==> config.mk <==
export PLATFORM = sky130hd
export DESIGN_NAME = avalon_memory_bridge_flat
export DESIGN_NICKNAME = d
export VERILOG_FILES = /design/src/rtl/avalon_memory_bridge_if.sv /design/src/rtl/avalon_memory_bridge.sv /design/src/flat_wrapper.sv
export SDC_FILE = /design/constraint.sdc
export NUM_CORES = 1
export LEC_CHECK = 0
export CORE_UTILIZATION = 23
export DETAILED_ROUTE_END_ITERATION = 8
export PLACE_DENSITY_LB_ADDON = 0.12
export SYNTH_ARGS = -nofsm -noshare
export SYNTH_HDL_FRONTEND = slang
export SYNTH_SLANG_ARGS = --single-unit
==> constraint.sdc <==
create_clock -name clk -period 3.3 [get_ports clk]
set_clock_uncertainty 0.05 [all_clocks]
set_input_delay 0.33 -clock clk [delete_from_list [all_inputs] [get_ports clk]]
set_output_delay 0.33 -clock clk [all_outputs]
set_load 0.005 [all_outputs]
==> src/rtl/avalon_memory_bridge_if.sv <==
// Avalon-MM slave bus plus block-RAM port bundle for avalon_memory_bridge.
// slave modport: the bridge's view. master modport: the driving agent/RAM view.
interface avalon_memory_bridge_if #(
    parameter int BUSWIDTH     = 32,
    parameter int DATAWIDTH    = 32,
    parameter int ADDRESSWIDTH = 8
) ();
    // Avalon-MM side
    logic                    read;
    logic                    write;
    logic [ADDRESSWIDTH-1:0] address;
    logic [BUSWIDTH/8-1:0]   byteenable;
    logic [BUSWIDTH-1:0]     data_in;
    logic                    waitrequest;
    logic                    read_valid;
    logic [BUSWIDTH-1:0]     data_out;
    // Block-RAM side
    logic                    mem_read_en;
    logic                    mem_write_en;
    logic [ADDRESSWIDTH-1:0] mem_address;
    logic [DATAWIDTH-1:0]    mem_data_in;
    logic [DATAWIDTH-1:0]    mem_data_out;

    modport slave (
        input  read, write, address, byteenable, data_in, mem_data_out,
        output waitrequest, read_valid, data_out,
               mem_read_en, mem_write_en, mem_address, mem_data_in
    );

    modport master (
        output read, write, address, byteenable, data_in, mem_data_out,
        input  waitrequest, read_valid, data_out,
               mem_read_en, mem_write_en, mem_address, mem_data_in
    );
endinterface

==> src/rtl/avalon_memory_bridge.sv <==
// Avalon-MM slave to single synchronous block RAM with fixed read latency.
// Byte-enable writes become an internal read-modify-write against a
// word-write-only RAM, back-pressured with waitrequest. In-flight reads are
// tracked by a LATENCY-deep pipeline.
// Optional feature: define AVALON_MEM_FWD_EN to forward RAM writes into
// in-flight pipeline stages (read-after-write forwarding).
module avalon_memory_bridge #(
    parameter int BUSWIDTH     = 32,
    parameter int DATAWIDTH    = 32,
    parameter int DATADEPTH    = 256,
    parameter int LATENCY      = 1,
    parameter int ADDRESSWIDTH = $clog2(DATADEPTH)
) (
    input  logic                    clk,
    input  logic                    reset,
    avalon_memory_bridge_if.slave   bus
);

    localparam int LANES = DATAWIDTH / 8;
    localparam int CW    = $clog2(LATENCY + 1);
    localparam logic [CW-1:0] CNT_INIT = CW'(LATENCY - 1);
    localparam logic [CW-1:0] CNT_ONE  = CW'(1);

    typedef enum logic [1:0] {
        IDLE,
        RMW_WAIT,
        RMW_WRITE
    } state_t;

    state_t              r_state;
    logic [CW-1:0]       r_count;

    // Per-stage tracking of issued RAM reads; stage LATENCY-1 retires.
    logic [LATENCY-1:0]  r_pv;
    logic [LATENCY-1:0]  r_pint;

`ifdef AVALON_MEM_FWD_EN
    logic [ADDRESSWIDTH-1:0] r_paddr [LATENCY];
    logic [DATAWIDTH-1:0]    r_pfwd  [LATENCY];
    logic [LANES-1:0]        r_pmask [LATENCY];
    logic [DATAWIDTH-1:0]    w_nfwd  [LATENCY];
    logic [LANES-1:0]        w_nmask [LATENCY];
    logic [LANES-1:0]        w_wr_mask;
`endif

    logic [LANES-1:0]     w_lanes;
    logic                 w_full;
    logic                 w_empty;
    logic                 w_partial;
    logic                 w_wait;
    logic                 w_issue_rd;
    logic                 w_issue_int;
    logic                 w_wr_en;
    logic [DATAWIDTH-1:0] w_wr_data;
    logic [DATAWIDTH-1:0] w_ret_word;
    logic [DATAWIDTH-1:0] w_merge;
    logic                 w_read_valid;
    logic                 w_unused;

    // Byte lanes above the RAM word width are ignored.
    assign w_lanes   = bus.byteenable[LANES-1:0];
    assign w_full    = &w_lanes;
    assign w_empty   = ~|w_lanes;
    assign w_partial = !w_full && !w_empty;
    assign w_unused  = ^{bus.byteenable, bus.data_in};

    // Word leaving the last pipeline stage, with forwarded lanes applied.
`ifdef AVALON_MEM_FWD_EN
    always_comb begin
        w_ret_word = bus.mem_data_out;
        for (int unsigned j = 0; j < LANES; j++) begin
            if (r_pmask[LATENCY-1][j]) begin
                w_ret_word[j*8 +: 8] = r_pfwd[LATENCY-1][j*8 +: 8];
            end
        end
    end
`else
    assign w_ret_word = bus.mem_data_out;
`endif

    // RMW merge: enabled lanes from the bus, the rest from the returned word.
    always_comb begin
        w_merge = w_ret_word;
        for (int unsigned j = 0; j < LANES; j++) begin
            if (w_lanes[j]) begin
                w_merge[j*8 +: 8] = bus.data_in[j*8 +: 8];
            end
        end
    end

    // Command decode: back-pressure, RAM strobes and write data per state.
    always_comb begin
        w_wait      = 1'b0;
        w_issue_rd  = 1'b0;
        w_issue_int = 1'b0;
        w_wr_en     = 1'b0;
        w_wr_data   = bus.data_in[DATAWIDTH-1:0];
        if (reset) begin
            unique case (r_state)
                IDLE: begin
                    if (bus.write) begin
                        if (w_full) begin
                            w_wr_en = 1'b1;
                        end else if (w_partial) begin
                            w_wait      = 1'b1;
                            w_issue_rd  = 1'b1;
                            w_issue_int = 1'b1;
                        end
                    end else if (bus.read) begin
                        w_issue_rd = 1'b1;
                    end
                end
                RMW_WAIT: begin
                    w_wait = 1'b1;
                end
                RMW_WRITE: begin
                    if (bus.write) begin
                        w_wr_en   = 1'b1;
                        w_wr_data = w_merge;
                    end
                end
                default: begin
                    w_wait = 1'b0;
                end
            endcase
        end
    end

    assign w_read_valid     = r_pv[LATENCY-1] && !r_pint[LATENCY-1];
    assign bus.waitrequest  = w_wait;
    assign bus.mem_read_en  = w_issue_rd;
    assign bus.mem_write_en = w_wr_en;
    assign bus.mem_address  = bus.address;
    assign bus.mem_data_in  = w_wr_data;
    assign bus.read_valid   = w_read_valid;
    assign bus.data_out     = w_read_valid ? BUSWIDTH'(w_ret_word) : '0;

    // RMW sequencer: IDLE -> RMW_WAIT (LATENCY-1 cycles) -> RMW_WRITE -> IDLE.
    always_ff @(posedge clk or negedge reset) begin
        if (!reset) begin
            r_state <= IDLE;
            r_count <= '0;
        end else begin
            unique case (r_state)
                IDLE: begin
                    if (bus.write && w_partial) begin
                        r_count <= CNT_INIT;
                        r_state <= (LATENCY == 1) ? RMW_WRITE : RMW_WAIT;
                    end
                end
                RMW_WAIT: begin
                    if (r_count > CNT_ONE) begin
                        r_count <= r_count - CNT_ONE;
                    end else begin
                        r_count <= '0;
                        r_state <= RMW_WRITE;
                    end
                end
                RMW_WRITE: begin
                    r_state <= IDLE;
                end
                default: begin
                    r_state <= IDLE;
                end
            endcase
        end
    end

`ifdef AVALON_MEM_FWD_EN
    // Every RAM write writes whole words, so all lanes are forwarded.
    assign w_wr_mask = '1;

    // Forward the current RAM write into matching in-flight stages; a later
    // write simply overwrites an earlier one as the stage moves along.
    always_comb begin
        for (int unsigned k = 0; k < LATENCY; k++) begin
            w_nfwd[k]  = r_pfwd[k];
            w_nmask[k] = r_pmask[k];
            if (w_wr_en && r_pv[k] && (r_paddr[k] == bus.address)) begin
                for (int unsigned j = 0; j < LANES; j++) begin
                    if (w_wr_mask[j]) begin
                        w_nfwd[k][j*8 +: 8] = w_wr_data[j*8 +: 8];
                        w_nmask[k][j]       = 1'b1;
                    end
                end
            end
        end
    end
`endif

    // Read-tracking pipeline: stage 0 captures this cycle's RAM read.
    always_ff @(posedge clk or negedge reset) begin
        if (!reset) begin
            r_pv   <= '0;
            r_pint <= '0;
`ifdef AVALON_MEM_FWD_EN
            for (int unsigned k = 0; k < LATENCY; k++) begin
                r_paddr[k] <= '0;
                r_pfwd[k]  <= '0;
                r_pmask[k] <= '0;
            end
`endif
        end else begin
            r_pv[0]   <= w_issue_rd;
            r_pint[0] <= w_issue_int;
            for (int unsigned k = 1; k < LATENCY; k++) begin
                r_pv[k]   <= r_pv[k-1];
                r_pint[k] <= r_pint[k-1];
            end
`ifdef AVALON_MEM_FWD_EN
            r_paddr[0] <= bus.address;
            r_pfwd[0]  <= '0;
            r_pmask[0] <= '0;
            for (int unsigned k = 1; k < LATENCY; k++) begin
                r_paddr[k] <= r_paddr[k-1];
                r_pfwd[k]  <= w_nfwd[k-1];
                r_pmask[k] <= w_nmask[k-1];
            end
`endif
        end
    end

endmodule

==> src/flat_wrapper.sv <==
// flat-port wrapper written by rule: the top's interface ports become plain ports
module avalon_memory_bridge_flat 
#(
    parameter int BUSWIDTH     = 32,
    parameter int DATAWIDTH    = 32,
    parameter int DATADEPTH    = 256,
    parameter int LATENCY      = 1,
    parameter int ADDRESSWIDTH = $clog2(DATADEPTH)
)
  (clk, reset, bus_read, bus_write, bus_address, bus_byteenable, bus_data_in, bus_mem_data_out, bus_waitrequest, bus_read_valid, bus_data_out, bus_mem_read_en, bus_mem_write_en, bus_mem_address, bus_mem_data_in);
  avalon_memory_bridge_if #(.BUSWIDTH(BUSWIDTH), .DATAWIDTH(DATAWIDTH), .ADDRESSWIDTH(ADDRESSWIDTH)) bus_i ();
  input  logic clk;
  input  logic reset;
  input wire logic [$bits(bus_i.read)-1:0] bus_read;
  input wire logic [$bits(bus_i.write)-1:0] bus_write;
  input wire logic [$bits(bus_i.address)-1:0] bus_address;
  input wire logic [$bits(bus_i.byteenable)-1:0] bus_byteenable;
  input wire logic [$bits(bus_i.data_in)-1:0] bus_data_in;
  input wire logic [$bits(bus_i.mem_data_out)-1:0] bus_mem_data_out;
  output wire logic [$bits(bus_i.waitrequest)-1:0] bus_waitrequest;
  output wire logic [$bits(bus_i.read_valid)-1:0] bus_read_valid;
  output wire logic [$bits(bus_i.data_out)-1:0] bus_data_out;
  output wire logic [$bits(bus_i.mem_read_en)-1:0] bus_mem_read_en;
  output wire logic [$bits(bus_i.mem_write_en)-1:0] bus_mem_write_en;
  output wire logic [$bits(bus_i.mem_address)-1:0] bus_mem_address;
  output wire logic [$bits(bus_i.mem_data_in)-1:0] bus_mem_data_in;
  assign bus_i.read = bus_read;
  assign bus_i.write = bus_write;
  assign bus_i.address = bus_address;
  assign bus_i.byteenable = bus_byteenable;
  assign bus_i.data_in = bus_data_in;
  assign bus_i.mem_data_out = bus_mem_data_out;
  assign bus_waitrequest = bus_i.waitrequest;
  assign bus_read_valid = bus_i.read_valid;
  assign bus_data_out = bus_i.data_out;
  assign bus_mem_read_en = bus_i.mem_read_en;
  assign bus_mem_write_en = bus_i.mem_write_en;
  assign bus_mem_address = bus_i.mem_address;
  assign bus_mem_data_in = bus_i.mem_data_in;
  avalon_memory_bridge #(.BUSWIDTH(BUSWIDTH), .DATAWIDTH(DATAWIDTH), .DATADEPTH(DATADEPTH), .LATENCY(LATENCY), .ADDRESSWIDTH(ADDRESSWIDTH)) u_core (.clk(clk), .reset(reset), .bus(bus_i));
endmodule
==> metrics <==
Hold WS=0.431 ns; core area=0.00369 mm^2; Pins Over Slew Limit=0; die height=64.5 um; vias=1220; syn avg cell area=9.54 um^2; Initial Utilization=24.3%; RSZ-0062 raised after global routing=false; Worst Path Max Fanout=9; Max IR drop VDD=0.102 mV; critical path's most frequent cell=clkdlybuf4s50_1; Sequential Power Share=10.5%; Max Cap Viol=0; min Tclk post-route=2.65 ns; Synth Net Count=174; Int Pwr=0.314 mW; Post-Route WL=3760 um; endpoints failing setup=0; Static Leak=0.926 nW; Power Density=181 mW/mm^2; Mapped Cells=94; die width=64.5 um; Tot GR Track Use=17.8%; Fin Setup TNS=0 ns; crit path from=reset; WP data arrival=2.27 ns; Bufs on Longest Clock Path=2; layout cell share with drive strength beyond 1=18.2%; Critical Path RT=2.92 ns; Worst slew margin=61.6%; TritonCTS Buffers=3; # H-tree levels=1; PostCTS Resize Cnt=0; clock power share=26.5%; P&R area growth vs syn=157%; first-pass GRT wire length=5930 um; Comb power frac=63.0%; Hold Fails Final Rpt=0; status=completed; Clock Pin Slew Worst Setup and Hold Paths=0.03 ns; WS Path Type=input port to output pin; Filler cells=326; # Post-CTS Setup Buffers=0; I/O Pins=156; slowest CP cell=clkdlybuf4s50_1; Area after DPL=0.00226 mm^2; DR pass1 iterations=2; overall power=0.418 mW; switching share of power=24.9%; drt wl/cell=13.8 um; average vias per placed instance=4.47; Mapped Area=897 um^2; reg2reg start=u_core.r_state[1]; worst-margin pin slew=0.574 ns; critical path, cell by cell=clkdlybuf4s50_1 -> nand2_1 -> nor3_1 -> clkdlybuf4s50_1; startpoint type of the worst setup path=input port; hold_buf cts=0; remaining antenna violation count after routing=0; initial antenna violation count=0; Starting DRT DRC Count=34; die area=0.00415 mm^2; root buffer cell=clkbuf_8; Tcrit/Tclk final=80.4%; CTS Sinks=3; fin nets=306; Worst Setup End Kind=output pin; fmax=377 MHz; Clock Latency Late Sink=0.22 ns; Seq/Total Area, Yosys=8.37%; Psw=0.104 mW; GRT Residual Overflow=0; Site Rows=22; CTS tree=built; gpl congestion=0.667; R2R cell count=2; final instance area=0.00231 mm^2; post-synthesis register bit count=3; Ant. Diodes=0; Min-Delay Path Class=input port to async pin; number of global-route vias before repair=1307; IO buf count=139; largest net degree at the start of global routing=20; critical path's largest stage delay=0.83 ns; hpwl dp=3100 um; # DRC=0; count of different cell masters after synthesis=16; Ys Warns=0
cells in the mapped netlist:
cell type	instances	area, um^2
nand2_1	1	3.75
o31ai_1	1	7.51
buf_2	1	5.00
nor4_1	1	6.26
clkbuf_1	2	7.51
nor3_1	1	5.00
buf_6	2	22.5
nor3b_1	1	7.51
and2_1	32	200
nand4bb_1	1	11.3
nand4b_4	4	95.1
buf_4	9	67.6
a41o_1	1	10.0
nor2b_1	2	12.5
mux2_2	32	360
dfrtp_1	3	75.1
state kept, by name (all words and copies together) (netlist names):
| name | cells |
|---|---|
| u_core.r_state | 1 |
| u_core.r_pv | 1 |
| u_core.r_pint | 1 |
worst max-delay path, delay by kind of cell:
family	cells	cell delay, ns
buffers and inverters	2	1.40
and+or+nand+nor	2	0.53
layer usage:
metal	wire, um	vias up	GRT usage, %
li1	-	586	-
met1	1300	539	17.2
met2	1990	89	35.3
met3	432	6	5.28
met4	37	0	5.56
met5	0	-	0
layout by cell type, fill, tap and decap left out:
| master | instances |
|---|---|
| a41o_1 | 1 |
| and2_1 | 32 |
| buf_4 | 2 |
| clkbuf_1 | 1 |
| clkbuf_8 | 3 |
| clkdlybuf4s50_1 | 139 |
| dfrtp_1 | 3 |
| mux2_2 | 32 |
| nand2_1 | 1 |
| nand4b_4 | 4 |
| nand4bb_1 | 1 |
| nor2b_1 | 2 |
| nor3_1 | 1 |
| nor3b_1 | 1 |
| nor4_1 | 1 |
| o31ai_1 | 1 |
path summary, 6_finish.rpt:
kind / endpoint / slack, ns
min reg2reg: u_core.r_pv / 0.84
min: u_core.r_pv / 0.43
min in group clk: bus_mem_address[4] / 0.61
max in group asynchronous: u_core.r_state[1] / 2.39
max: bus_waitrequest / 0.65
max reg2reg: u_core.r_pint / 1.98
final cells by class:
type	instances	area (um^2)	area share, %
sequential	3	75.1	3.26
multi-input combinational	77	719	31.2
timing repair buffer	141	1410	61.0
tap	48	60.1	2.60
clock buffer	4	45.0	1.95
metrics by stage:
stage                     utilization [%]  worst slack, ns  std cells
after floorplan                         -             1.89         94
after global placement               61.3            0.678        269
after detailed placement             61.3            0.624        269
after CTS                            62.5            0.603        273
after global routing                 62.5            0.491        273
final                                62.5            0.648        273
logic make-up after synthesis:
| logic type | after synthesis | synth area share (%) |
|---|---|---|
| and+or+nand+nor | 43 | 38.1 |
| muxes | 32 | 40.2 |
| buffers and inverters | 14 | 11.4 |
| DFF | 3 | 8.37 |
| AOI/OAI and AO/OA | 2 | 1.95 |
power by group through the flow:
stage | logic (mW) | clock network (mW) | registers, mW
floorplan | 0.0869 | 0 | 0.0409
global placement | 0.261 | 0 | 0.0443
detailed placement | 0.265 | 0 | 0.0445
CTS | 0.267 | 0.113 | 0.0442
global route | 0.284 | 0.115 | 0.0446
finish | 0.264 | 0.111 | 0.0441
Power figures use the tool's default switching activity.
